**src/rtl/y_reg_file.sv**
```systemverilog
// ============================================================================
// y_reg_file
// ----------------------------------------------------------------------------
// Two-read, one-write register file with a pending-write scoreboard, sitting
// in front of the ALU stage. Port A feeds ALU operand `a`, port B feeds `b`,
// and the ALU result `z` comes back on the write port. The scoreboard holds
// one pend bit per register. It is set when an issued instruction claims the
// register as its destination, and cleared when the result is written back.
// The issue logic uses busyA/busyB to stall on operands that are not yet
// written.
//
// Optional feature macro:
//   RF_BYPASS_EN - write-through forwarding. A read port whose address
//                  matches an active write sees wrData and busy=0 in the
//                  same cycle.
//
// Parameters:
//   SIZE      - data width of each register and of all data ports.
//
// Ports:
//   clk       - clock; all state updates on its rising edge.
//   rst_n     - asynchronous active-low reset; clears data and pend bits.
//   rdAddrA   - read address, port A.
//   rdAddrB   - read address, port B.
//   rdDataA   - contents of register rdAddrA (combinational).
//   rdDataB   - contents of register rdAddrB (combinational).
//   busyA     - pend bit of rdAddrA.
//   busyB     - pend bit of rdAddrB.
//   wrEn      - write strobe.
//   wrAddr    - write address.
//   wrData    - write data.
//   claimEn   - claim strobe; marks claimAddr pending.
//   claimAddr - destination register being claimed.
// ============================================================================
module y_reg_file #(
  parameter int SIZE = 32
) (
  input  logic            clk,
  input  logic            rst_n,
  input  logic [4:0]      rdAddrA,
  input  logic [4:0]      rdAddrB,
  output logic [SIZE-1:0] rdDataA,
  output logic [SIZE-1:0] rdDataB,
  output logic            busyA,
  output logic            busyB,
  input  logic            wrEn,
  input  logic [4:0]      wrAddr,
  input  logic [SIZE-1:0] wrData,
  input  logic            claimEn,
  input  logic [4:0]      claimAddr
);

  logic [SIZE-1:0] regs_r [32];
  logic [31:0]     pend_r;

  logic            wr_ok_s;
  logic            claim_ok_s;
  logic [SIZE:0]   port_a_s;
  logic [SIZE:0]   port_b_s;

  // Read one port. Returns {busy, data}. Register 0 always reads as zero and
  // not busy, and that check comes last so that it also overrides forwarding.
  function automatic logic [SIZE:0] read_port(input logic [4:0] addr);
    logic [SIZE:0] res;
    res = {pend_r[addr], regs_r[addr]};
`ifdef RF_BYPASS_EN
    if (wrEn && (wrAddr == addr)) begin
      res = {1'b0, wrData};
    end else begin
      res = res;
    end
`endif
    if (addr == 5'd0) begin
      res = '0;
    end else begin
      res = res;
    end
    return res;
  endfunction

  // Qualify write and claim strobes; register 0 is never written or claimed.
  always_comb begin
    wr_ok_s    = wrEn && (wrAddr != 5'd0);
    claim_ok_s = claimEn && (claimAddr != 5'd0);
  end

  // Register storage and scoreboard. A claim is applied after the write so
  // that, on a collision, the newer instruction's claim keeps the bit set.
  always_ff @(posedge clk or negedge rst_n) begin
    if (!rst_n) begin
      for (int i = 0; i < 32; i++) begin
        regs_r[i] <= '0;
      end
      pend_r <= 32'd0;
    end else begin
      if (wr_ok_s) begin
        regs_r[wrAddr] <= wrData;
        pend_r[wrAddr] <= 1'b0;
      end
      if (claim_ok_s) begin
        pend_r[claimAddr] <= 1'b1;
      end
    end
  end

  // Combinational read ports. These are forced to zero while reset is held,
  // so a write presented during reset is never forwarded.
  always_comb begin
    if (!rst_n) begin
      port_a_s = '0;
      port_b_s = '0;
    end else begin
      port_a_s = read_port(rdAddrA);
      port_b_s = read_port(rdAddrB);
    end
  end

  // Drive the output ports from the per-port read results.
  always_comb begin
    rdDataA = port_a_s[SIZE-1:0];
    busyA   = port_a_s[SIZE];
    rdDataB = port_b_s[SIZE-1:0];
    busyB   = port_b_s[SIZE];
  end

endmodule

```
**config.mk**
```make
export PLATFORM = sky130hd
export DESIGN_NAME = y_reg_file
export DESIGN_NICKNAME = d
export VERILOG_FILES = /design/src/rtl/y_reg_file.sv
export SDC_FILE = /design/constraint.sdc
export NUM_CORES = 2
export LEC_CHECK = 0
export CORE_MARGIN = 2
export CORE_UTILIZATION = 25
export CTS_BUF_LIST = sky130_fd_sc_hd__clkbuf_4
export CTS_CLUSTER_SIZE = 12
export DETAILED_ROUTE_END_ITERATION = 10
export GPL_TIMING_DRIVEN = 0
export PLACE_DENSITY = 0.5
export SETUP_SLACK_MARGIN = 0.02
export SLEW_MARGIN = 20
export SYNTH_ARGS = -nofsm -noshare
export SYNTH_HDL_FRONTEND = slang
export SYNTH_SLANG_ARGS = --single-unit
```
**constraint.sdc**
```tcl
create_clock -name clk -period 2.3 [get_ports clk]
set_input_delay 0.23 -clock clk [delete_from_list [all_inputs] [get_ports clk]]
set_output_delay 0.23 -clock clk [all_outputs]
set_load 0.03 [all_outputs]
```
=== Word level (Yosys, flattened, before mapping) ===
Index checks and enable logic that the tools add are counted.

* Register bits: 1056
* Bits of input ports: 56
* Word-level logic and storage cells: 81

* Order comparisons: 10
* Multiplexer cells: 23
* Bitwise logic cells: 6
* Reduce and logical (&&, ||, !) cells: 9

{| class="wikitable"
|+ Operator list
! cell !! count
|-
| $bwmux W1024 || 1
|-
| $bmux W32 S5 || 2
|-
| $mux W32 || 7
|-
| $demux W32 S5 || 1
|-
| $mux W33 || 4
|-
| $and A32 B32 Y32 || 1
|-
| $not A32 Y32 || 1
|-
| $or A32 B32 Y32 || 1
|-
| $lt A5 B6 Y1 const B || 4
|-
| $ge A6 B6 Y1 const B || 3
|-
| $not A5 Y6 || 3
|-
| $bmux W1 S5 || 2
|-
| $demux W1 S5 || 2
|-
| $ge A5 B1 Y1 const B || 2
|-
| $logic_not A5 Y1 || 2
|-
| $reduce_bool A5 Y1 || 2
|-
| $lt A6 B1 Y1 const B || 1
|-
| $logic_and A1 B1 Y1 || 5
|-
| $mux W1 || 4
|}

=== Depth between registers and ports, before layout ===
* Depth after elaboration: 9
* Gate-level depth with buffers: 8
* Mapped depth without buffers: 5

=== Least setup slack after synthesis ===
Ideal clock, no wire load.

* Path type: input-to-output
* Start: input rdAddrA[0]
* End: output rdDataA[22]
* Arrival: 1.771 ns
* Path slack: 0.299 ns
* Cell stages on the path: 6
* Cell sequence: buf_2 > buf_6 > buf_2 > mux4_2 > a22oi_1 > nand4_1

* Cells in the longest elaborated chain, start to end: 6
* Elaborated cells on any way between the ends: 7

{| class="wikitable"
|+ RTL lines
! element !! RTL line !! text
|-
| start, declared || 40 || <nowiki>input logic [4:0] rdAddrA,</nowiki>
|-
| $not A5 Y6 (not written as such) || 65 || <nowiki>res = {pend_r[addr], regs_r[addr]};</nowiki>
|-
| $bmux W32 S5 || 65 ||
|-
| $mux W32 (not written as such) (2 in a row) || 65 ||
|-
| $mux W33 * || 73 || <nowiki>if (addr == 5'd0) begin</nowiki>
|-
| $mux W33 * || 109 || <nowiki>if (!rst_n) begin</nowiki>
|-
| end, declared || 42 || <nowiki>output logic [SIZE-1:0] rdDataA,</nowiki>
|}

Mark *: on every way between the ends. The rest lies on a longest branch, timed or not. The select of a mux whose other input is x is not followed.

=== Worst setup path after layout ===
* Start: register regs_r[897] (netlist bit)
* End: output rdDataB[1]

* Cells in the longest elaborated chain, start to end: 5

{| class="wikitable"
|+ RTL lines
! element !! RTL line !! text
|-
| start, declared || 53 || <nowiki>logic [SIZE-1:0] regs_r [32];</nowiki>
|-
| start signal, assigned by index || 97 || <nowiki>regs_r[wrAddr] <= wrData;</nowiki>
|-
| $bmux W32 S5 || 65 ||
|-
| $mux W32 (not written as such) (2 in a row) || 65 ||
|-
| $mux W33 || 73 ||
|-
| $mux W33 || 109 ||
|-
| end, declared || 43 || <nowiki>output logic [SIZE-1:0] rdDataB,</nowiki>
|}

No other way between the ends. The select of a mux whose other input is x is not followed.

==> flow_summary.yaml <==
power:
  p_total_uw: 53400
  p_leak_uw: 0.0287
  p_per_area_nw_per_um2: 811
  ir_worst_vdd_v: 0.000537
yosys:
  yosysTopAreaCell: "dfrtp_1"
  syn_nets: 4171
  ys_ff_latch: 1023
  synth_top_flop_cell: "dfrtp_1"
  syn_area_per_cell_um2: 13.3
  synth-edff-count: 0
  ys_seq_area_share_pct: 46.7
  ys_types: 44
  netlist_top_cells_area: "dfrtp_1, mux2_2, mux2i_1, mux4_2, a22oi_1"
  syn-instance-count: 4115
  synth_area_um2: 54800
  yosys_warnings: 0
  synth_top_cells_by_count: "dfrtp_1, mux2_2, mux2i_1"
  async_reset_ff_share_pct: 100
  synth_top_area_share_pct: 46.7
  synth.most_common_cell: "dfrtp_1"
routing:
  drtPass1Iterations: 7
  antenna_left: 0
  drt_iter0_markers: 3725
  drc: 0
  vias: 41200
  post_drt_via_cell_ratio: 5.35
  wl_um: 226000
  avgRoutedWirePerCell_um: 29.4
cts:
  clkSlewWorstSetupHoldPaths_ns: 0.07
  cts_tree: "yes"
  h-tree-depth: 5
  ctsLongestPathBuffers: 4
  cts.sinks: 1023
  insertion_delay_ns: 1.35
  root_buffer: "clkbuf_4"
  cts_buffers: 311
flow_run:
  drv_cap: 0
setup_path:
  worstSetupPathType: "register to output port"
  crit_arrival_ns: 3.27
  crit_path_start_kind: "register"
  cpPeakStageDelay_ns: 0.57
  crit_slowest_cell: "nand4_1"
  worstPathCellList: "mux2i_1 -> a221oi_1 -> a22oi_2 -> nand4_1 -> buf_6"
  cp_data_required_time_ns: 2.07
  path_max_fanout: 3
  crit_path_end_kind: "output port"
  rr_worst_depth: 4
outcome:
  violations: "negative setup slack"
  status: "complete, but fails checks"
placement:
  place_congestion: 0.910
  dp.cells: 7089
  place.port_buffers: 112
  post-dp-hpwl_um: 160000
final_layout:
  area_growth_syn_to_layout_pct: 20.2
  drive_gt1_share_pct: 46.2
  utilization_pct: 30.3
  final_nets: 4701
  final_cells: 7698
timing:
  rsz0062_at_grt: "yes"
  fmax_ghz: 0.286
  fin_worst_skew_ns: 0
  worstMarginPinSlew_ns: 1.10
  min_period_over_period_pct: 152
  whs_ns: 0.117
  finalSetupViolations: 66
  min_period_ns: 3.50
  hold_viol: 0
  slew_headroom_pct: 26.5
  setup_slack_ns: -1.20
  finalMaxSlewViolations: 0
floorplanning:
  die_w_um: 472
  die_area_um2: 223000
  die_h_um: 472
  core-area_um2: 217000
  io_pins: 122
  num_rows: 171
  start_util_pct: 25.2
global_route:
  grt-ovfl-total: 0
  grt.total_usage_pct: 19.9
  grt_pass1_vias: 42300
  grt_max_degree: 137
  grt_pass1_wl_um: 318000
  antenna_found_initial: 18
worst_hold_path:
  hold_path_class: "input port to async pin"
[metrics by stage]
step                TNS (ns)  worst slack [ns]  cell area (um2)
finish                -57.82             -1.20            65800
global route          -63.94             -1.20            65800
CTS                   -65.16             -1.26            65400
detailed placement   -328.14             -3.01            59700
global placement           -            -53.22            59500
floorplan                  0             0.299            54800
[cell type report]
cell class | instances | area (um2)
buffer | 421 | 2230
tap | 2854 | 3570
fill | 22200 | 152000
sequential | 1023 | 25600
inverter | 12 | 45.0
multi-input combinational | 2656 | 28100
clock inverter | 51 | 221
timing repair buffer | 220 | 2720
clock buffer | 447 | 3360
antenna | 14 | 35.0
[worst paths after layout]
| kind | slack (ns) | to | start |
|---|---|---|---|
| max in group asynchronous | 0.32 | regs_r[933] | rst_n |
| hold reg to reg | 0.51 | regs_r[548] | regs_r[548] |
| setup / recovery | -1.20 | rdDataB[1] | regs_r[897] |
| hold / removal | 0.12 | regs_r[524] | rst_n |
| min in group clk | 0.13 | regs_r[447] | wrAddr[0] |
| setup reg to reg | 0.49 | pend_r[23] | pend_r[23] |
[report_power, final]
part	switching [uW]	internal (uW)	leakage, uW
registers	2650	21600	0.0131
logic	5660	6150	0.0135
clock network	8470	8910	0.00217
total	16800	36600	0.0287
[flip-flops by register name (all words and copies together), names as in the netlist]
signal,cells
regs_r,992
pend_r,31
[cells in the final DEF (no fill, tap or decap), types with 7 or more instances in the layout]
| cell type | netlist | layout |
|---|---|---|
| a221oi_1 | 64 | 32 |
| a221oi_2 | 0 | 31 |
| a22o_1 | 15 | 15 |
| a22oi_1 | 194 | 89 |
| a22oi_2 | 0 | 105 |
| buf_16 | 0 | 17 |
| buf_2 | 144 | 136 |
| buf_4 | 72 | 95 |
| buf_6 | 2 | 70 |
| clkbuf_1 | 194 | 126 |
| clkbuf_2 | 0 | 49 |
| clkbuf_4 | 0 | 464 |
| clkdlybuf4s50_1 | 0 | 43 |
| clkinv_1 | 0 | 42 |
| dfrtp_1 | 1023 | 1023 |
| diode_2 | 0 | 14 |
| dlygate4sd3_1 | 0 | 71 |
| inv_1 | 12 | 12 |
| mux2_1 | 22 | 22 |
| mux2_2 | 972 | 972 |
| mux2i_1 | 588 | 568 |
| mux2i_2 | 0 | 16 |
| mux4_2 | 200 | 200 |
| nand2_1 | 156 | 152 |
| nand2_2 | 3 | 7 |
| nand3_1 | 9 | 9 |
| nand3b_1 | 7 | 7 |
| nand4_1 | 64 | 64 |
| nor2_1 | 10 | 9 |
| nor2_2 | 13 | 11 |
| nor2_4 | 4 | 7 |
| nor2b_1 | 8 | 7 |
| nor3b_1 | 11 | 8 |
| o21ai_0 | 82 | 44 |
| o21ai_1 | 0 | 36 |
| o22ai_1 | 200 | 198 |
[cell families (layout without fill, tap and decap cells)]
logic type             count (synthesis)  count (layout)  share of synthesized area [%]
buffers and inverters                436            1151                           3.84
AO/OA/AOI/OAI                        561             561                           7.05
flip-flops                          1023            1023                           46.7
multiplexers                        1782            1782                           39.4
AND/OR/NAND/NOR                      313             313                           2.95
other                                  0              14                              0
[worst max-delay path: cells and delay by family, from the launching register on]
| kind | cells | cell delay, ns |
|---|---|---|
| AND/OR/NAND/NOR | 1 | 0.57 |
| AO/OA/AOI/OAI | 2 | 0.45 |
| flip-flops | 1 | 0.40 |
| buffers and inverters | 1 | 0.36 |
| multiplexers | 1 | 0.14 |
[timing repair]
| item | CTS | global route |
|---|---|---|
| cloned | 5 | 0 |
| hold buffers | 83 | 0 |
| setup buffers | 9 | 4 |
| hold endpoints to repair | 1791 | 0 |
| setup endpoints to repair | 66 | 78 |
| gates resized for setup | 714 | 103 |
| pin swaps | 135 | 91 |
[per-layer routing]
layer  part of all wire (%)  vias to the layer above  GRT usage (%)
met2                     45                     1956           30.7
met1                     41                    21600           25.4
met5                 0.0057                        -              0
met3                    7.5                      613           4.90
li1                       -                    17000              -
met4                    6.3                        2           11.4
No activity file was read; power rests on OpenSTA's default activity.
